===== src/rtl/divisor_sequenciador.sv =====
// Sequencer for the unsigned restoring divider: one shift-subtract step per clock,
// result and divide-by-zero flag registered on entry to DONE.
//
// state | meaning
// IDLE  | waiting for start; results from the last operation held
// CALC  | WIDTH shift-subtract iterations, one per clock
// DONE  | done pulse for one cycle; results valid
module divisor_sequenciador #(
    parameter int WIDTH = 16,
    parameter int CNT_W = 5
) (
    input  logic             clk,
    input  logic             rst_n,
    input  logic             start,
    input  logic [WIDTH-1:0] dividendo,
    input  logic [WIDTH-1:0] divisor,
    output logic             busy,
    output logic             done,
    output logic             div_zero,
    output logic [WIDTH-1:0] saida,
    output logic [WIDTH-1:0] saidaResto
);

    typedef enum logic [1:0] {
        IDLE = 2'd0,
        CALC = 2'd1,
        DONE = 2'd2
    } state_t;

    state_t           state, state_nxt;
    logic [WIDTH:0]   rem_q, rem_nxt;
    logic [WIDTH-1:0] quo_q, quo_nxt;
    logic [WIDTH-1:0] dvs_q, dvs_nxt;
    logic [CNT_W-1:0] cnt_q, cnt_nxt;
    logic [WIDTH-1:0] saida_nxt, resto_nxt;
    logic             dz_nxt;
    logic [WIDTH:0]   shifted;
    logic [WIDTH:0]   trial;
    logic [WIDTH:0]   rem_step;
    logic [WIDTH-1:0] quo_step;

    always_ff @(posedge clk or negedge rst_n) begin
        if (!rst_n) begin
            state      <= IDLE;
            rem_q      <= '0;
            quo_q      <= '0;
            dvs_q      <= '0;
            cnt_q      <= '0;
            saida      <= '0;
            saidaResto <= '0;
            div_zero   <= 1'b0;
        end else begin
            state      <= state_nxt;
            rem_q      <= rem_nxt;
            quo_q      <= quo_nxt;
            dvs_q      <= dvs_nxt;
            cnt_q      <= cnt_nxt;
            saida      <= saida_nxt;
            saidaResto <= resto_nxt;
            div_zero   <= dz_nxt;
        end
    end

    // Trial subtraction is WIDTH+1 bits; the MSB is the borrow (negative result).
    always_comb begin
        shifted = {rem_q[WIDTH-1:0], quo_q[WIDTH-1]};
        trial   = shifted - {1'b0, dvs_q};
        if (!trial[WIDTH]) begin
            rem_step = trial;
            quo_step = {quo_q[WIDTH-2:0], 1'b1};
        end else begin
            rem_step = shifted;
            quo_step = {quo_q[WIDTH-2:0], 1'b0};
        end
    end

    always_comb begin
        state_nxt = state;
        rem_nxt   = rem_q;
        quo_nxt   = quo_q;
        dvs_nxt   = dvs_q;
        cnt_nxt   = cnt_q;
        saida_nxt = saida;
        resto_nxt = saidaResto;
        dz_nxt    = div_zero;
        busy      = (state != IDLE);
        done      = (state == DONE);
        case (state)
            IDLE: begin
                if (start) begin
                    dvs_nxt = divisor;
                    if (divisor != '0) begin
                        rem_nxt   = '0;
                        quo_nxt   = dividendo;
                        cnt_nxt   = '0;
                        state_nxt = CALC;
                    end else begin
                        saida_nxt = '1;
                        resto_nxt = dividendo;
                        dz_nxt    = 1'b1;
                        state_nxt = DONE;
                    end
                end
            end
            CALC: begin
                rem_nxt = rem_step;
                quo_nxt = quo_step;
                cnt_nxt = cnt_q + CNT_W'(1);
                if (cnt_q == CNT_W'(WIDTH - 1)) begin
                    saida_nxt = quo_step;
                    resto_nxt = rem_step[WIDTH-1:0];
                    dz_nxt    = 1'b0;
                    state_nxt = DONE;
                end
            end
            DONE: begin
                state_nxt = IDLE;
            end
            default: begin
                state_nxt = IDLE;
            end
        endcase
    end

endmodule


===== config.mk =====
export PLATFORM = sky130hd
export DESIGN_NAME = divisor_sequenciador
export DESIGN_NICKNAME = d
export VERILOG_FILES = /design/src/rtl/divisor_sequenciador.sv
export SDC_FILE = /design/constraint.sdc
export NUM_CORES = 1
export LEC_CHECK = 0
export BUFFER_PORTS_ARGS = -buffer_cell sky130_fd_sc_hd__buf_2
export CORE_ASPECT_RATIO = 0.7
export CORE_MARGIN = 2
export CORE_UTILIZATION = 54
export CTS_BUF_LIST = sky130_fd_sc_hd__clkbuf_2
export DETAILED_ROUTE_END_ITERATION = 12
export PLACE_DENSITY = 0.8
export RECOVER_POWER = 25
export SYNTH_ARGS = -nofsm -noshare
export SYNTH_HDL_FRONTEND = slang
export SYNTH_SLANG_ARGS = --single-unit

===== constraint.sdc =====
create_clock -name clk -period 3.3 [get_ports clk]
set_clock_uncertainty 0.1 [all_clocks]
set_input_delay 0.66 -clock clk [delete_from_list [all_inputs] [get_ports clk]]
set_output_delay 0.66 -clock clk [all_outputs]
set_load 0.02 [all_outputs]

---- Word level (Yosys, flattened, before mapping) ----
Cells that the tools add are included.
W data, S select, Z words.
cells by class
  muxes and demuxes ....................... 27
  reductions and logical operators ........ 8
  equality and inequality tests ........... 7
  add/subtract/negate cells ............... 2
operator list
  kind                   number
  $mux W16               11
  $pmux W16 S2           4
  $sub A17 B16 Y17       1
  $reduce_bool A16 Y1    1
  $mux W5                2
  $pmux W5 S2            1
  $ne A2 B2 Y1 const B   4
  $mux W2                3
  $add A5 B1 Y5 const B  1
  $eq A5 B4 Y1 const B   1
  $mux W1                4
  $pmux W2 S2            1
  $reduce_and A2 Y1      2
  $reduce_and A4 Y1      1
  $reduce_bool A2 Y1     2
  $reduce_and A3 Y1      1
  $eq A2 B1 Y1 const B   1
  $eq A2 B2 Y1 const B   1
  $logic_not A2 Y1       1
  $pmux W1 S2            1
storage, ports and cells
  logic and storage cells ................. 52
  register bits after elaboration ......... 88

---- Logic depth before layout (Yosys ltp) ----
Gate-level depths: netlist of run 1.
  depth after elaboration ................. 4
  mapped depth ............................ 11
  depth with buffers taken out ............ 10

---- Worst setup path before layout of run 1 ----
Ideal clock, no wire load.
  path kind ............................... reg2reg
  start ................................... register quo_q[15]
  end ..................................... register saidaResto[2]
  cell stages (with the launch flop) ...... 12
  data arrival time ....................... 2484 ps
  library setup time ...................... 127 ps
  period minus slack after synthesis ...... 2711 ps
  path buffers ............................ 1
  required time ........................... 3073 ps
  setup slack ............................. 589 ps
  cell sequence ........................... dfrtp_1 > inv_1 > ha_1 > fa_1 > nand2b_1 > a21oi_2 > o21ai_2 > o211ai_4 > xor2_4 > buf_8 > mux2i_1 > o211ai_2
on the way
  word-level cells in the longest chain between the ends .. 4
RTL lines
  element                 line  source
  start, declared         32    logic [WIDTH-1:0] quo_q, quo_nxt;
  start signal, assigned  55    quo_q <= quo_nxt;
  $sub A17 B16 Y17        67    trial = shifted - {1'b0, dvs_q};
  $mux W16                68    if (!trial[WIDTH]) begin
  $mux W16                109   if (cnt_q == CNT_W'(WIDTH - 1)) begin
  $pmux W16 S2            88    case (state)
  end signal, assigned    59    saidaResto <= resto_nxt;
  end, declared           21    output logic [WIDTH-1:0] saidaResto
Every way passes these cells. The select of a mux whose other input is x is not followed.
A chain may end at the register's enable or synchronous reset.

---- Final worst setup path of run 1 ----
  start ................................... register quo_q[15]
  end ..................................... register saidaResto[1]
The elaborated chain is that of the path after synthesis.

==> results of run 1 <==
-- worst max-delay path, delay by kind of cell (launching register included) --
| family | cells | cell delay [ps] |
|---|---|---|
| AND/OR/NAND/NOR | 1 | 190 |
| XOR/XNOR | 1 | 160 |
| adder cells (fa/ha/maj) | 2 | 640 |
| buffers and inverters | 2 | 340 |
| multiplexers | 1 | 320 |
| AO/OA/AOI/OAI | 4 | 810 |
| flip-flops | 1 | 410 |
-- report_power, final --
group          internal (mW)  switching, mW
combinational           1.59           2.29
sequential              1.60          0.344
clock                 0.0914          0.370
-- metal layers --
metal,vias up,GRT usage,wire (µm)
met1,1864,0.319,4840
met2,97,0.405,5110
met3,25,0.0649,558
li1,1812,-,-
met4,0,0.0687,212
met5,-,0,0
-- layout by cell type, fill, tap and decap left out, types with 4 or more instances in the layout --
cell | Yosys | layout
ha_1 | 18 | 18
dfrtp_1 | 88 | 88
nand3_1 | 13 | 13
xnor2_1 | 7 | 7
a21oi_1 | 25 | 25
clkbuf_2 | 1 | 10
o21ai_1 | 4 | 4
nand2_1 | 77 | 77
nor2_1 | 18 | 18
o21a_1 | 4 | 4
mux2i_1 | 29 | 29
buf_2 | 2 | 68
nor2b_1 | 7 | 6
o22ai_1 | 10 | 10
o22a_1 | 16 | 16
nor4_1 | 4 | 4
o21ai_0 | 45 | 45
xor2_1 | 5 | 5
inv_1 | 20 | 20
o211ai_1 | 10 | 10
nand2b_1 | 6 | 6
and2_1 | 4 | 4
buf_4 | 2 | 10
-- state kept, by name (all words and copies together), names as in the netlist --
name,count
cnt_q,5
div_zero,1
saidaResto,16
state,2
quo_q,16
rem_q,16
dvs_q,16
saida,16
-- stage by stage --
step	area (µm²)	instances	total power [mW]	setup slack (ps)	hold slack, ps
final	5140	652	6.29	277	177
after global routing	5140	652	6.84	139	136
after CTS	5140	652	6.29	316	163
after detailed placement	5050	636	5.82	366	372
after global placement	5050	636	5.67	473	366
after floorplan	4670	478	4.93	589	264
-- layout make-up --
type	instances	area, µm²	share of cell area
inverter	21	78.8	0.0153
tap	105	131	0.0256
clock inverter	7	38.8	0.00755
multi-input combinational	343	2220	0.432
clock buffer	9	45.0	0.00877
timing repair buffer	79	420	0.0819
sequential	88	2200	0.429
-- logic make-up after synthesis --
| logic type | synth area share |
|---|---|
| adders and majority gates | 0.0525 |
| xor gates and xnor gates | 0.0319 |
| buffers and inverters | 0.0533 |
| muxes | 0.0670 |
| and+or+nand+nor | 0.139 |
| AOI/OAI and AO/OA | 0.185 |
| DFF | 0.472 |
-- path summary, 6_finish.rpt --
path / startpoint / endpoint / slack [ps] / cells past startpoint
hold reg to reg: saida[7] / saida[7] / 420 / 1
setup reg to reg: quo_q[15] / saidaResto[1] / 280 / 11
max in group asynchronous: rst_n / rem_q[0] / 1270 / 1
setup / recovery: quo_q[15] / saidaResto[1] / 280 / 11
min in group asynchronous: rst_n / saidaResto[11] / 560 / 1
hold / removal: divisor[7] / dvs_q[7] / 180 / 3
==> results.json, run 1 <==
{
  "dieArea_um2": 9420,
  "grt_overflow": 0,
  "fill_cells": 739,
  "initial_core_util": 0.555,
  "drt-initial-drc-count": 322,
  "hold_path_class": "primary input to flop",
  "synthTopCellsByCount": "dfrtp_1, nand2_1, o21ai_0",
  "violations": "capacitance limit, slew limit",
  "synth_seq_cells": 88,
  "grt_pass1_vias": 3758,
  "gp_congestion": 0.840,
  "cts_resized": 0,
  "totalWireLength_um": 10700,
  "syn_area_um2": 4670,
  "synth_cells": 478,
  "ant_nets": 0,
  "crit_type": "flop to flop",
  "cts-root-buf": "clkbuf_2",
  "path_cells": "inv_1, ha_1, fa_1, nand2b_1, a21oi_2, o21ai_2, o211ai_4, xor2_4, buf_4, mux2i_1, o22a_1",
  "synth_top_area_frac": 0.472,
  "finalHoldViolCount": 0,
  "slowest_delay_ps": 410,
  "final_max_slew_viol_count": 89,
  "clkLatencyLatePin_ps": 580,
  "syn_avg_cell_area_um2": 9.77,
  "fin_tns_setup_ps": 0,
  "slew_headroom": -0.437,
  "yosys-top-cells-area": "dfrtp_1, mux2i_1, nand2_1",
  "fin_crit_ps": 3020,
  "cp_max_fo": 16,
  "cts_setup_buffers": 0,
  "cts_hold_buffers": 0,
  "yosysWarnings": 0,
  "grt_pass1_wl_um": 17800,
  "grt_max_degree": 89,
  "grtUsageTotal": 0.244,
  "syn_nets": 532,
  "cts_made_buffers": 9,
  "chipWidth_um": 115,
  "max_freq_mhz": 331,
  "dp_hpwl_um": 7770,
  "drc": 0,
  "io_pins": 70,
  "min_period_over_period": 0.916,
  "portBuffers": 69,
  "cp-start-kind": "flop",
  "cap_violations": 1,
  "synth_cell_types": 54,
  "finalSetupViolations": 0,
  "worst_pin_slew_ps": 2160,
  "critPathArrivalTime_ps": 3450,
  "rsz0062_at_grt": "no",
  "yosysMostFrequentCell": "dfrtp_1",
  "first_pass_iters": 5,
  "cts_buffer_depth": 2,
  "status": "finished, violations left",
  "nNetsFinal": 596,
  "antenna_cells": 0,
  "htree_levels": 3,
  "peakVddDrop_mv": 0.514,
  "viasPerCell": 5.83,
  "die_y_um": 81.8,
  "end_kind": "flop",
  "seq_area_frac_synth": 0.472,
  "cp_slowest_cell": "dfrtp_1",
  "p_leak_nw": 2.40,
  "drive_above_1_share": 0.196,
  "path_clk_slew_ps": 240,
  "postLayoutCoreUtil": 0.611,
  "synth-edff-count": 0,
  "power_density_nw_per_um2": 1230,
  "synth-main-ff-cell": "dfrtp_1",
  "num_vias": 3798,
  "cts_tree": "yes",
  "routedWlPerCell_um": 16.4,
  "cts.sinks": 88,
  "yosys.area.top_type": "dfrtp_1",
  "async_flop_share": 1.00,
  "cp.required_ps": 3730,
  "antenna_found_initial": 0,
  "placementRows": 28,
  "core_area_um2": 8410,
  "syn_to_final_growth_pct": 10.0
}
No activity file was read; power rests on OpenSTA's default activity.
==> inputs of run 2 (changes only) <==
Settings changed: CORE_UTILIZATION 54 to 60, MAX_ROUTING_LAYER set to met4, PLACE_DENSITY 0.8 to 0.87.
Clock period 3.3 ns to 3.78 ns, I/O delays scaled along.
==> run 2 against run 1 <==
Effect of this change:
- the run still ends with capacitance limit, slew limit left
- register-to-register slack gained 240 ps
- core utilization grew 8.5 points
- routed wire length shrank 1.2%
- sequential power shrank 13%
- flip-flop and latch count is the same
- combinational power shrank 12%
- first-iteration DRC count grew 6.5%
- non-clock buffer count shrank 3
- critical endpoint is now rem_q[9]
- highest routed layer unchanged
==> results.json, run 2 (same netlist as run 1, synthesis figures left out) <==
{
  "status": "finished, violations left",
  "violations": "capacitance limit, slew limit",
  "peakVddDrop_mv": 0.654,
  "cp-start-kind": "flop",
  "cts_tree": "yes",
  "rrSetupSlack_ps": 520,
  "dp_hpwl_um": 7320,
  "cts_setup_buffers": 0,
  "worst_pin_slew_ps": 2180,
  "cts_hold_buffers": 0,
  "syn_to_final_growth_pct": 10.6,
  "instances_no_fill": 642,
  "cap_violations": 1,
  "mostFrequentLayoutCells": "dfrtp_1, nand2_1, buf_2, o21ai_0, mux2i_1",
  "finalHoldViolCount": 0,
  "register_area_um2": 2200,
  "grt_max_degree": 89,
  "crit_type": "flop to flop",
  "fin_tns_setup_ps": 0,
  "nNetsFinal": 593,
  "antenna_cells": 0,
  "core_area_um2": 7420,
  "grt_overflow": 0,
  "slew_headroom": -0.451,
  "max_freq_mhz": 307,
  "grt_pass1_wl_um": 17700,
  "grtUsageTotal": 0.274,
  "ant_nets": 0,
  "placementRows": 26,
  "place_inst": 626,
  "cts_made_buffers": 9,
  "rsz0062_at_grt": "no",
  "viasPerCell": 5.98,
  "path_clk_slew_ps": 260,
  "hold_path_class": "primary input to flop",
  "p_leak_nw": 2.40,
  "critPathArrivalTime_ps": 3610,
  "grt_pass1_vias": 3663,
  "p_int_mw": 3.00,
  "final_max_slew_viol_count": 89,
  "portBuffers": 69,
  "totalWireLength_um": 10600,
  "htree_levels": 3,
  "first_pass_iters": 6,
  "die_y_um": 77.8,
  "clkLatencyLatePin_ps": 590,
  "num_vias": 3836,
  "pwr-share-seq": 0.300,
  "power_frac_clock": 0.101,
  "drt-initial-drc-count": 343,
  "chipWidth_um": 109,
  "dieArea_um2": 8510,
  "cts_buffer_depth": 2,
  "drc": 0,
  "p_sw_frac": 0.472,
  "final_common_cell": "dfrtp_1",
  "routedWlPerCell_um": 16.5,
  "cp.required_ps": 4130,
  "cts_resized": 0,
  "multi_input_area_um2": 2220,
  "gp_congestion": 0.834,
  "cts.sinks": 88,
  "antenna_found_initial": 0,
  "drive_above_1_share": 0.195,
  "min_period_over_period": 0.862,
  "end_kind": "flop",
  "power_frac_comb": 0.599,
  "fill_cells": 560,
  "cp_max_fo": 16,
  "cts-root-buf": "clkbuf_2",
  "p_switching_mw": 2.68,
  "finalSetupViolations": 0,
  "initial_core_util": 0.629,
  "io_pins": 70,
  "power_density_nw_per_um2": 1100,
  "fin_crit_ps": 3260
}
run 2: changes by cell type in the layout (fill, tap and decap cells not counted):
cell,change
inv_6,+1
buf_4,-3
clkinv_1,-2
bufinv_16,+2
clkinv_2,-3
clkinvlp_4,+1
clkbuf_2,+1
run 2: per-layer routing:
| layer | vias up | wire length, µm | track usage |
|---|---|---|---|
| li1 | 1811 | - | - |
| met1 | 1856 | 4900 | 0.376 |
| met2 | 146 | 5000 | 0.411 |
| met3 | 23 | 547 | 0.0681 |
| met4 | 0 | 150 | 0.0684 |
| met5 | - | 0 | - |
run 2: layout make-up:
class,instances,area share
timing repair buffer,76,0.0771
multi-input combinational,343,0.430
clock buffer,10,0.00969
clock inverter,6,0.0179
sequential,88,0.426
inverter,21,0.0153
tap,98,0.0237
run 2: critical path, stage by stage (launching register included):
cell and delay [ps]:
dfrtp_1 410, inv_1 60, ha_1 230, fa_1 400, nand2b_1 200, a21oi_2 200
o21ai_2 160, o211ai_4 300, xor2_4 560, mux2i_1 380, o22ai_1 120
run 2: power groups by stage:
| stage | sequential (mW) | clock [mW] | combinational (mW) |
|---|---|---|---|
| 6_report | 1.70 | 0.573 | 3.40 |
| 3_3_place_gp | 1.70 | 0 | 3.23 |
| 2_1_floorplan | 1.85 | 0 | 2.46 |
| 3_5_place_dp | 1.71 | 0 | 3.35 |
| 4_1_cts | 1.69 | 0.577 | 3.37 |
| 5_1_grt | 1.75 | 0.625 | 3.76 |
run 2: stage by stage:
| step | instance area (µm²) | util | hold WS [ps] | power, mW | setup WS (ps) |
|---|---|---|---|---|---|
| after floorplan | 4670 | - | 360 | 4.30 | 1070 |
| after global placement | 5020 | 0.677 | 368 | 4.92 | 678 |
| after detailed placement | 5020 | 0.677 | 372 | 5.06 | 614 |
| after CTS | 5170 | 0.697 | 243 | 5.64 | 588 |
| after global routing | 5160 | 0.696 | 230 | 6.13 | 398 |
| final | 5160 | 0.696 | 259 | 5.68 | 522 |
run 2: final timing paths:
kind | start | end | cells past startpoint
hold reg to reg | saida[4] | saida[4] | 1
hold / removal | divisor[15] | dvs_q[15] | 3
setup / recovery | quo_q[15] | rem_q[9] | 10
min in group asynchronous | rst_n | saida[12] | 1
max in group asynchronous | rst_n | dvs_q[11] | 1
setup reg to reg | quo_q[15] | rem_q[9] | 10
==> inputs of run 3 (changes only) <==
Settings changed: CORE_ASPECT_RATIO 0.7 to unset.
==> run 3 against run 2 <==
Effect of this change:
- the flow still finishes with violations (capacitance limit, slew limit)
- critical endpoint is now rem_q[6]
- global-route usage decreased by 0.41 points
- critical path type unchanged
- non-clock buffer count unchanged
- die area decreased by 0.14%
==> results.json, run 3 (same netlist as run 1, synthesis figures left out) <==
{
  "critPathArrivalTime_ps": 3550,
  "placementRows": 32,
  "ant_nets": 0,
  "cts_resized": 0,
  "cp_slowest_cell": "xor2_4",
  "path_clk_slew_ps": 240,
  "io_pins": 70,
  "cts_made_buffers": 9,
  "grtUsageTotal": 0.270,
  "rsz0062_at_grt": "no",
  "path_cells": "inv_1, ha_1, fa_1, nand2b_1, a21oi_2, o21ai_2, o211ai_4, xor2_4, mux2i_1, o22ai_1",
  "dp_hpwl_um": 7460,
  "peakVddDrop_mv": 0.530,
  "htree_levels": 3,
  "portBuffers": 69,
  "mostFrequentLayoutCells": "dfrtp_1, nand2_1, buf_2, o21ai_0, mux2i_1",
  "slowest_delay_ps": 550,
  "grt_pass1_vias": 3728,
  "die_y_um": 92.2,
  "fin_tns_setup_ps": 0,
  "slew_headroom": -0.429,
  "violations": "capacitance limit, slew limit",
  "worst_pin_slew_ps": 2140,
  "cts_hold_buffers": 0,
  "rrSetupSlack_ps": 540,
  "final_max_slew_viol_count": 89,
  "antenna_cells": 0,
  "drt-initial-drc-count": 275,
  "first_pass_iters": 5,
  "cts_tree": "yes",
  "fin_crit_ps": 3240,
  "cp.required_ps": 4090,
  "worstReg2RegStart": "quo_q[15]",
  "grt_max_degree": 89,
  "end_kind": "flop",
  "p_leak_nw": 2.41,
  "initial_core_util": 0.610,
  "cap_violations": 1,
  "drc": 0,
  "cts.sinks": 88,
  "cts_buffer_depth": 2,
  "cts-root-buf": "clkbuf_2",
  "totalWireLength_um": 10500,
  "min-delay-start": "divisor[9]",
  "min_period_over_period": 0.857,
  "antenna_found_initial": 0,
  "dieArea_um2": 8500,
  "core_area_um2": 7650,
  "grt_overflow": 0,
  "crit_type": "flop to flop",
  "status": "finished, violations left",
  "fill_cells": 590,
  "multi_input_area_um2": 2220,
  "syn_to_final_growth_pct": 10.7,
  "finalHoldViolCount": 0,
  "postLayoutCoreUtil": 0.676,
  "cp_max_fo": 16,
  "power_density_nw_per_um2": 1090,
  "nNetsFinal": 593,
  "chipWidth_um": 92.2,
  "cp-start-kind": "flop",
  "max_freq_mhz": 309,
  "grt_pass1_wl_um": 17800,
  "viasPerCell": 5.90,
  "register_area_um2": 2200,
  "gp_congestion": 0.859,
  "finalSetupViolations": 0,
  "final_common_cell": "dfrtp_1",
  "routedWlPerCell_um": 16.2,
  "crit_path_start": "quo_q[15]",
  "cts_setup_buffers": 0,
  "clkLatencyLatePin_ps": 550,
  "num_vias": 3811,
  "drive_above_1_share": 0.193,
  "hold_path_class": "primary input to flop"
}
[run 3: worst max-delay path: cells and delay by family (launching register included)]
| family | cells | cell delay, ps |
|---|---|---|
| adder cells (fa/ha/maj) | 2 | 640 |
| AO/OA/AOI/OAI | 4 | 770 |
| XOR/XNOR | 1 | 550 |
| multiplexers | 1 | 370 |
| flip-flops | 1 | 410 |
| AND/OR/NAND/NOR | 1 | 200 |
| buffers and inverters | 1 | 70 |
[run 3: report_power, final]
part           leakage [nW]  switching (mW)  internal (mW)
Sequential             1.06           0.293           1.40
Combinational          1.27            2.03           1.37
Clock                0.0849           0.343          0.225
Total                  2.41            2.67           2.99
[run 3: layout make-up]
cell class                      instances  area share
Clock buffer                            9     0.00871
Clock inverter                          7      0.0191
Inverter                               21      0.0152
Multi-Input combinational cell        343       0.429
Sequential cell                        88       0.426
Tap cell                              102      0.0247
Timing Repair Buffer                   76      0.0770
[run 3: final timing paths]
path | endpoint | cells after the start
worst max-delay path | rem_q[6] | 10
worst min register to register | cnt_q[2] | 1
max in group asynchronous | dvs_q[5] | 1
worst min-delay path | dvs_q[9] | 3
worst max register to register | rem_q[6] | 10
min in group asynchronous | quo_q[2] | 1
[run 3: metal layers]
layer / track usage / vias up / share of wire
met2: 0.453 / 112 / 0.53
met1: 0.334 / 1871 / 0.41
li1: - / 1808 / -
met4: 0.111 / 0 / 0.022
met5: - / - / 0
met3: 0.0337 / 20 / 0.038
[run 3: through the flow]
step,setup slack (ps),cell area [µm²],std cells,hold WS (ps),total power [mW]
after floorplan,1070,4670,478,360,4.30
after global placement,672,5030,630,365,4.94
after detailed placement,620,5030,630,372,5.08
after CTS,563,5170,646,290,5.66
after global routing,343,5170,646,315,6.13
final,540,5170,646,322,5.66
